File: config.mk
export PLATFORM = sky130hd
export DESIGN_NAME = instr_sequencer
export DESIGN_NICKNAME = d
export VERILOG_FILES = /design/src/rtl/instr_sequencer.sv
export SDC_FILE = /design/constraint.sdc
export NUM_CORES = 1
export LEC_CHECK = 0
export ABC_CLOCK_PERIOD_IN_PS = 2600
export CORE_UTILIZATION = 40
export CTS_BUF_LIST = sky130_fd_sc_hd__clkbuf_2
export CTS_CLUSTER_DIAMETER = 80
export DETAILED_ROUTE_END_ITERATION = 7
export PLACE_DENSITY_LB_ADDON = 0.3
export SLEW_MARGIN = 20
export SYNTH_ARGS = -nofsm -noshare
export SYNTH_HDL_FRONTEND = slang
export SYNTH_SLANG_ARGS = --single-unit
File: constraint.sdc
create_clock -name clock -period 2.6 [get_ports clock]
set_input_delay 0.78 -clock clock [delete_from_list [all_inputs] [get_ports clock]]
set_output_delay 0.78 -clock clock [all_outputs]
set_load 0.02 [all_outputs]
File: src/rtl/instr_sequencer.sv
// Fetch-side sequencer: owns pc/ir/run state, gates phase enables to the datapath
// and checks that controller phase strobes arrive in strict 0->1->2->3->4 order.
module instr_sequencer #(
  parameter int ADDR_W = 12,
  parameter int DATA_W = 16,
  parameter int CNT_W  = 16
) (
  input  logic              clock,
  input  logic              reset,
  input  logic              exec,
  input  logic [4:0]        phase_bus,
  input  logic [DATA_W-1:0] imem_rdata,
  input  logic              branch_taken,
  input  logic [ADDR_W-1:0] branch_target,
  input  logic              halt_req,
  output logic [ADDR_W-1:0] imem_addr,
  output logic [ADDR_W-1:0] pc,
  output logic [DATA_W-1:0] ir,
  output logic [4:0]        phase_en,
  output logic              running,
  output logic              fault,
  output logic [CNT_W-1:0]  retired
);

  typedef enum logic [2:0] {
    IDLE     = 3'd0,
    ARMED    = 3'd1,
    RUN      = 3'd2,
    STOPPING = 3'd3,
    FAULT    = 3'd4
  } state_t;

  state_t            state_q, state_d;
  logic              exec_q;
  logic [2:0]        exp_phase_q, exp_phase_d;
  logic [ADDR_W-1:0] pc_q, pc_d;
  logic [DATA_W-1:0] ir_q, ir_d;
  logic [CNT_W-1:0]  retired_q, retired_d;

  logic       rise;
  logic       strobe_onehot;
  logic [4:0] exp_mask;

  always_comb begin
    state_d       = state_q;
    exp_phase_d   = exp_phase_q;
    pc_d          = pc_q;
    ir_d          = ir_q;
    retired_d     = retired_q;
    rise          = exec & ~exec_q;
    strobe_onehot = (phase_bus != 5'b00000) && ((phase_bus & (phase_bus - 5'b00001)) == 5'b00000);
    exp_mask      = 5'b00001 << exp_phase_q;

    case (state_q)
      IDLE: begin
        if (rise) state_d = ARMED;
      end
      ARMED: begin
        if (rise) begin
          state_d = IDLE;
        end else if (phase_bus == 5'b00001) begin
          state_d     = RUN;
          ir_d        = imem_rdata;
          exp_phase_d = 3'd1;
        end
      end
      RUN, STOPPING: begin
        if (state_q == RUN && rise) state_d = STOPPING;
        if (phase_bus != 5'b00000) begin
          // A bad strobe wins over everything, including a phase-4 retire.
          if (!strobe_onehot || phase_bus != exp_mask) begin
            state_d = FAULT;
          end else begin
            exp_phase_d = (exp_phase_q == 3'd4) ? 3'd0 : exp_phase_q + 3'd1;
            if (phase_bus[0]) ir_d = imem_rdata;
            if (phase_bus[4]) begin
              pc_d      = branch_taken ? branch_target : pc_q + ADDR_W'(1);
              retired_d = retired_q + CNT_W'(1);
              if (halt_req || state_q == STOPPING) state_d = IDLE;
            end
          end
        end
      end
      default: begin
        state_d = FAULT;
      end
    endcase
  end

  always_ff @(posedge clock) begin
    if (reset) begin
      state_q     <= IDLE;
      exec_q      <= 1'b0;
      exp_phase_q <= 3'd0;
      pc_q        <= '0;
      ir_q        <= '0;
      retired_q   <= '0;
    end else begin
      state_q     <= state_d;
      exec_q      <= exec;
      exp_phase_q <= exp_phase_d;
      pc_q        <= pc_d;
      ir_q        <= ir_d;
      retired_q   <= retired_d;
    end
  end

  // STOPPING still finishes its instruction, so the datapath keeps its enables.
  assign running   = (state_q == RUN) || (state_q == STOPPING);
  assign phase_en  = phase_bus & {5{running}};
  assign fault     = (state_q == FAULT);
  assign pc        = pc_q;
  assign imem_addr = pc_q;
  assign ir        = ir_q;
  assign retired   = retired_q;

endmodule

==> results.json, run 1 <==
{
  "io_pins": 101,
  "antenna_left": 0,
  "yosysUniqueCellTypes": 48,
  "met3_usage_pct": 3.03,
  "fin_crit_ns": 2.56,
  "crit_required_ns": 2.97,
  "netlist_area_um2": 2920,
  "initial_core_util_pct": 42.2,
  "htree_levels": 2,
  "synth_ff_type": "dfxtp_1",
  "maxCapViolations": 0,
  "finClkSkew_ns": 0.0372,
  "dp_cells": 539,
  "report.power.total_mw": 1.45,
  "setup.worst_path.start_class": "input port",
  "place_ws_ns": -0.575,
  "grt_pass1_vias": 2463,
  "synth-seq-cells": 51,
  "p_comb_share_pct": 10.6,
  "fmaxAchievable_mhz": 390,
  "finalSetupViolCount": 0,
  "fill_cells": 655,
  "p_int_mw": 1.15,
  "grt_max_degree": 41,
  "viasPerCell": 5.11,
  "cts-root-buf": "clkbuf_2",
  "diodes": 0,
  "peakVddDrop_mv": 0.211,
  "drc": 0,
  "drive_gt1_share_pct": 10.9,
  "seq_area_um2": 1020,
  "wire_per_inst_um": 12.8,
  "met1_usage_pct": 23.7,
  "layout_common_cells": "clkdlybuf4s50_1, dfxtp_1, nand2b_1, a21oi_1, nand2_1",
  "first_iter_violations": 90,
  "clk_pin_slew_worst_paths_ns": 0.27,
  "timing.final.crit_share_pct": 98.6,
  "slew_viol_final": 0,
  "die_w_um": 87.4,
  "hold_path.class": "reg2reg",
  "layout_commonest_cell": "clkdlybuf4s50_1",
  "grtUsageMet2_pct": 30.7,
  "seq_area_frac_synth_pct": 35.0,
  "clockBufferDepth": 2,
  "grt_busiest_layer": "met2",
  "clkLatencyLatePin_ns": 0.42,
  "clkPwrFrac_pct": 35.0,
  "synth_edf_count": 0,
  "crit_type": "in2reg",
  "max_slew_margin_pct": 64.5,
  "syn_avg_cell_area_um2": 8.27,
  "cts_sinks": 51,
  "cp_max_fo": 8,
  "cts_tree": "built",
  "dieArea_um2": 7640,
  "hold_viol_final": 0,
  "yosysWarnings": 0,
  "final_cells": 547,
  "fin_nets": 495,
  "cellPowerDensity_nw_per_um2": 351,
  "multiInputGateArea_um2": 1690,
  "globalRoute.totalOverflow": 0,
  "cp.arrival_ns": 2.94,
  "setup_slack_ns": 0.0365,
  "gp_congestion": 0.825,
  "grt_pass1_wl_um": 11200,
  "dp_hpwl_um": 5090,
  "synthCells": 353,
  "tns_ns": 0,
  "coreArea_um2": 6910,
  "tightest_slew_ns": 0.532,
  "die_h_um": 87.4,
  "switchingPower_mw": 0.306,
  "drt_first_pass_iters": 4,
  "routed_wl_um": 6990,
  "port_buffers": 100,
  "critPathCaptureType": "flip-flop",
  "antenna_found_initial": 0,
  "p_leak_nw": 1.60,
  "syn_nets": 398,
  "holdBufCountCts": 0,
  "vias": 2797,
  "status": "completed",
  "seqPwrFrac_pct": 54.4,
  "areaGrowthSynthToFinish_pct": 41.7,
  "synth-async-reset-ratio_pct": 0,
  "cts_made_buffers": 5,
  "switching_share_pct": 21.1,
  "grt_usage_pct": 18.0,
  "rows": 30
}
-- per-layer routing --
layer	share of wire, %	wire (um)
met5	0	0
met4	0.49	34
met3	4.1	288
met2	48	3370
met1	47	3300
-- final cells by class --
class,instances,area share (%)
Clock inverter,2,1.45
Clock buffer,6,0.726
Multi-Input combinational cell,261,40.9
Inverter,7,0.635
Timing Repair Buffer,124,28.6
Tap cell,96,2.90
Sequential cell,51,24.7
-- worst max-delay path: stages --
cell and delay, ns:
clkdlybuf4s50_1 0.41, or4_4 0.59, nor3_2 0.17, o211ai_1 0.25
buf_4 0.22, or3_1 0.33, a21oi_1 0.17
-- synth_stat cells (2+ instances only) --
cell type	count	area (um2)
o21ai_0	19	95.1
buf_4	12	90.1
a21o_1	3	22.5
xor2_1	2	17.5
or3_1	6	37.5
o21a_1	2	15.0
xnor2_1	2	17.5
a211oi_1	3	22.5
nand2b_1	36	225
and4_1	5	43.8
or4_1	9	67.6
dfxtp_1	51	1020
or2_2	2	12.5
and3_1	6	37.5
inv_1	7	26.3
and2_1	6	37.5
nor2_1	16	60.1
o31ai_1	9	67.6
nand3_1	11	55.1
nor2b_1	4	25.0
buf_2	3	15.0
nor4b_1	2	17.5
clkbuf_1	17	63.8
nand4_1	5	31.3
a31oi_1	2	12.5
buf_6	2	22.5
mux2i_1	20	200
a31o_2	3	26.3
nand2_1	28	105
nor3_1	5	25.0
nand3b_1	2	15.0
ha_1	7	87.6
a21oi_1	31	155
-- kinds of logic after synthesis --
logic type / count (synthesis) / share of synthesized area [%]
and+or+nand+nor: 144 / 27.6
AOI/OAI and AO/OA: 85 / 18.5
DFF: 51 / 35.0
buffers and inverters: 41 / 7.46
muxes: 21 / 7.25
adders and majority gates: 7 / 3.00
xor gates and xnor gates: 4 / 1.20
-- final timing paths --
kind	startpoint	endpoint	slack [ns]	cells past startpoint
setup / recovery	phase_bus[0]	retired[4]	0.04	7
setup reg to reg	exp_phase_q[2]	imem_addr[11]	0.22	7
hold reg to reg	ir[0]	ir[0]	0.49	2
hold / removal	ir[0]	ir[0]	0.49	2
-- power by group through the flow --
stage	Clock [mW]	Combinational (mW)	Sequential (mW)
floorplan	0	0.0655	0.804
global placement	0	0.151	0.803
detailed placement	0	0.154	0.804
CTS	0.526	0.155	0.790
global route	0.560	0.168	0.791
finish	0.508	0.154	0.789
-- registers in the layout, summed over array words and instances, names as in the netlist --
name	count
exec_q	1
imem_addr	12
ir	16
state_q	3
exp_phase_q	3
retired	16
-- timing repair --
action	in CTS	in global routing
setup endpoints to repair	10	12
pin swaps	1	1
resized for setup	12	7
buffers inserted	0	0
hold endpoints to repair	0	0
-- per-stage QoR --
| stage | util (%) | hold slack (ns) | cell area, um2 |
|---|---|---|---|
| after floorplan | - | 0.487 | 2930 |
| after detailed placement | 58.7 | 0.465 | 4050 |
| after global placement | 58.7 | 0.459 | 4050 |
| final | 59.9 | 0.493 | 4140 |
| after CTS | 60.1 | 0.494 | 4150 |
| after global routing | 59.9 | 0.515 | 4140 |
Power figures use the tool's default switching activity.
==> run 2, diff against run 1 <==
Settings changed: CORE_UTILIZATION 40 to 42.
==> run 2 against run 1 <==
Die area shrank 4.6%. Utilization grew 1.4 points. Global-route usage grew 0.92 points. Critical path depth shrank 3. Total power shrank 13%. Routed wire length grew 1.3%. Setup slack gained 0.021 ns. Cell area grew 0.15%. Register-to-register slack is essentially flat. Sequential share of layout area is essentially flat. First-iteration DRC count grew 18%.
==> results.json, run 2 (same netlist as run 1, synthesis figures left out) <==
{
  "die_w_um": 85.4,
  "fin_nets": 498,
  "areaGrowthSynthToFinish_pct": 41.9,
  "grt_pass1_wl_um": 11500,
  "seq_area_um2": 1020,
  "slew_viol_final": 0,
  "switchingPower_mw": 0.318,
  "drt_first_pass_iters": 4,
  "clkLatencyLatePin_ns": 0.41,
  "rows": 30,
  "dieArea_um2": 7280,
  "hold_path.class": "reg2reg",
  "cp_slowest_cell": "clkdlybuf4s50_1",
  "holdBufCountCts": 0,
  "fmaxAchievable_mhz": 393,
  "multiInputGateArea_um2": 1700,
  "clockBufferDepth": 2,
  "slowest_delay_ns": 0.49,
  "wire_per_inst_um": 13.3,
  "path_cells": "clkdlybuf4s50_1, nand3b_1, inv_1, clkdlybuf4s15_1",
  "grt_max_degree": 54,
  "port_buffers": 100,
  "io_pins": 101,
  "grt_usage_pct": 18.9,
  "layout_commonest_cell": "clkdlybuf4s50_1",
  "clkPwrFrac_pct": 25.2,
  "finalSetupViolCount": 0,
  "maxCapViolations": 0,
  "antenna_found_initial": 0,
  "first_iter_violations": 106,
  "max_slew_margin_pct": 50.2,
  "coreArea_um2": 6760,
  "drive_gt1_share_pct": 11.0,
  "setup.worst_path.start_class": "input port",
  "cp.arrival_ns": 1.76,
  "utilization_pct": 61.3,
  "stdcell_area_um2": 4140,
  "rsz0062_at_grt": "no",
  "cts_made_buffers": 5,
  "globalRoute.totalOverflow": 0,
  "peakVddDrop_mv": 0.171,
  "critPathCaptureType": "output port",
  "dp_hpwl_um": 4960,
  "crit_required_ns": 1.82,
  "clk_pin_slew_worst_paths_ns": 0.26,
  "reg2reg_depth": 9,
  "cts_sinks": 51,
  "status": "completed",
  "switching_share_pct": 25.1,
  "gp_congestion": 0.825,
  "finClkSkew_ns": 0.0279,
  "fin_crit_ns": 2.54,
  "hold_depth": 2,
  "report.power.total_mw": 1.27,
  "cellPowerDensity_nw_per_um2": 306,
  "layout_common_cells": "clkdlybuf4s50_1, dfxtp_1, nand2b_1, a21oi_1, nand2_1",
  "cp_max_fo": 2,
  "htree_levels": 2,
  "fill_cells": 612,
  "tightest_slew_ns": 0.747,
  "cts_tree": "built",
  "place_area_um2": 4030,
  "initial_core_util_pct": 43.2,
  "antenna_left": 0,
  "seqPwrFrac_pct": 62.4,
  "die_h_um": 85.4,
  "cts-root-buf": "clkbuf_2",
  "crit_type": "in2out",
  "timing.final.crit_share_pct": 97.8,
  "p_int_mw": 0.949,
  "drc": 0,
  "viasPerCell": 5.40,
  "vias": 2883,
  "grt_pass1_vias": 2616,
  "p_leak_nw": 1.63,
  "diodes": 0,
  "routed_wl_um": 7090,
  "p_comb_share_pct": 12.4,
  "hold_viol_final": 0
}
run 2: final timing paths:
kind	from	end	slack, ns
setup / recovery	phase_bus[4]	phase_en[4]	0.06
hold / removal	ir[11]	ir[11]	0.50
setup reg to reg	exp_phase_q[2]	ir[2]	0.22
hold reg to reg	ir[11]	ir[11]	0.50
run 2: metrics by stage:
stage | std cells | setup TNS (ns) | hold WS, ns | worst slack, ns
after floorplan | 353 | 0 | 0.487 | 0.000640
after global placement | 523 | -19.85 | 0.460 | -0.496
after detailed placement | 523 | -21.07 | 0.473 | -0.514
after CTS | 531 | -0.0321 | 0.501 | -0.0321
after global routing | 534 | 0 | 0.524 | 0.00541
final | 534 | 0 | 0.497 | 0.0574
run 2: layer usage:
| metal | global-route usage (%) | part of all wire [%] |
|---|---|---|
| met5 | 0 | 0 |
| met4 | 4.55 | 0.78 |
| met3 | 3.79 | 4.6 |
| met2 | 32.8 | 47 |
| met1 | 24.1 | 48 |
run 2: final cells by class:
| cell class | count | area share [%] |
|---|---|---|
| multi-input combinational | 261 | 41.1 |
| timing repair buffer | 127 | 30.1 |
| sequential | 51 | 24.7 |
| tap | 80 | 2.42 |
| inverter | 7 | 0.634 |
| clock buffer | 5 | 0.604 |
| clock inverter | 3 | 0.483 |
run 2: power by group through the flow:
stage	combinational (mW)	clock [mW]	sequential, mW
4_1_cts	0.155	0.336	0.790
3_5_place_dp	0.154	0	0.804
3_3_place_gp	0.152	0	0.803
5_1_grt	0.171	0.367	0.791
6_report	0.157	0.320	0.790
2_1_floorplan	0.0655	0	0.804
run 2: worst max-delay path: cells and delay by family:
| kind | cells | cell delay (ns) |
|---|---|---|
| buffers and inverters | 3 | 0.86 |
| and+or+nand+nor | 1 | 0.13 |
run 2: timing repair:
item                       in CTS  in global routing
resized for setup              12                 11
setup endpoints to repair      26                 22
cloned                          0                  1
setup buffers                   0                  2
pin swaps                       0                  4
==> run 3, diff against run 2 <==
Settings changed: SKIP_LAST_GASP set to 1.
==> run 3 against run 2 <==
Sequential cell count stayed put. First-iteration DRC count up 17%. Critical path depth unchanged.
==> results.json, run 3 (same netlist as run 1, synthesis figures left out) <==
{
  "diodes": 0,
  "max_slew_margin_pct": 50.0,
  "clkLatencyLatePin_ns": 0.41,
  "rows": 30,
  "setup_slack_ns": 0.0538,
  "cts-root-buf": "clkbuf_2",
  "coreArea_um2": 6760,
  "setup.worst_path.start_class": "input port",
  "globalRoute.totalOverflow": 0,
  "grt_usage_pct": 18.9,
  "antenna_found_initial": 0,
  "cellPowerDensity_nw_per_um2": 305,
  "hold_path.class": "reg2reg",
  "multiInputGateArea_um2": 1700,
  "holdBufCountCts": 0,
  "cts_sinks": 51,
  "clockBufferDepth": 2,
  "cp.arrival_ns": 1.77,
  "grt_pass1_vias": 2608,
  "die_h_um": 85.4,
  "utilization_pct": 61.4,
  "status": "completed",
  "wire_per_inst_um": 13.3,
  "critPathCaptureType": "output port",
  "antenna_left": 0,
  "timing.final.crit_share_pct": 97.9,
  "maxCapViolations": 0,
  "final_cells": 534,
  "dp_cells": 523,
  "viasPerCell": 5.41,
  "gp_congestion": 0.825,
  "crit_type": "in2out",
  "cts_tree": "built",
  "peakVddDrop_mv": 0.171,
  "cts_made_buffers": 5,
  "die_w_um": 85.4,
  "p_leak_nw": 1.63,
  "fin_nets": 498,
  "finalSetupViolCount": 0,
  "first_iter_violations": 124,
  "dp_hpwl_um": 4960,
  "place_ws_ns": -0.514,
  "finClkSkew_ns": 0.0279,
  "fmaxAchievable_mhz": 393,
  "htree_levels": 2,
  "tightest_slew_ns": 0.750,
  "seq_area_um2": 1020,
  "areaGrowthSynthToFinish_pct": 42.1,
  "port_buffers": 100,
  "clk_pin_slew_worst_paths_ns": 0.25,
  "io_pins": 101,
  "layout_commonest_cell": "clkdlybuf4s50_1",
  "initial_core_util_pct": 43.2,
  "crit_required_ns": 1.82,
  "routed_wl_um": 7110,
  "hold_viol_final": 0,
  "tns_ns": 0,
  "drt_first_pass_iters": 4,
  "drc": 0,
  "fin_crit_ns": 2.55,
  "rsz0062_at_grt": "no",
  "layout_common_cells": "clkdlybuf4s50_1, dfxtp_1, nand2b_1, a21oi_1, nand2_1",
  "slew_viol_final": 0,
  "cp_max_fo": 2,
  "whs_ns": 0.497,
  "vias": 2891,
  "fill_cells": 612,
  "grt_pass1_wl_um": 11400,
  "grt_max_degree": 54,
  "dieArea_um2": 7280,
  "drive_gt1_share_pct": 10.8
}
## run 3: changes by cell type in the layout (fill, tap and decap cells not counted)
cell	delta
clkdlybuf4s15_1	+1
clkbuf_2	-1
## run 3: power breakdown
part           switching, mW  internal, mW  leakage (nW)
registers            0.00213         0.788         0.412
logic                 0.0610        0.0961          1.19
clock network          0.254        0.0650        0.0266
total                  0.317         0.949          1.63
## run 3: final cells by class
class / instances / area share (%)
Timing Repair Buffer: 127 / 30.2
Clock inverter: 3 / 0.483
Inverter: 7 / 0.634
Sequential cell: 51 / 24.7
Multi-Input combinational cell: 261 / 41.0
Clock buffer: 5 / 0.603
Tap cell: 80 / 2.41
## run 3: repair_timing
| item | in CTS | in global routing |
|---|---|---|
| cloned | 0 | 1 |
| pin swaps | 0 | 4 |
| setup endpoints to repair | 26 | 30 |
| setup buffers | 0 | 2 |
| gates resized for setup | 10 | 12 |
## run 3: critical path: stages
cell	delay, ns
clkdlybuf4s50_1	0.49
nand3b_1	0.13
inv_1	0.08
clkdlybuf4s15_1	0.29
## run 3: path summary, 6_finish.rpt
path / start / endpoint / slack (ns) / cells after the start
setup / recovery: phase_bus[4] / phase_en[4] / 0.05 / 4
hold / removal: ir[11] / ir[11] / 0.50 / 2
setup reg to reg: exp_phase_q[2] / ir[2] / 0.21 / 9
hold reg to reg: ir[11] / ir[11] / 0.50 / 2
## run 3: through the flow
stage          area [um2]  total power, mW
3_5_place_dp         4030            0.957
6_report             4150             1.27
3_3_place_gp         4030            0.955
5_1_grt              4150             1.33
4_1_cts              4080             1.28
2_1_floorplan        2930            0.869
## run 3: routing by layer
layer | global-route usage (%) | part of all wire, % | up-vias
li1 | - | - | 1449
met1 | 24.1 | 47 | 1359
met2 | 32.7 | 47 | 79
met3 | 3.79 | 4.9 | 4
met4 | 4.55 | 0.63 | 0
met5 | 0 | 0 | -
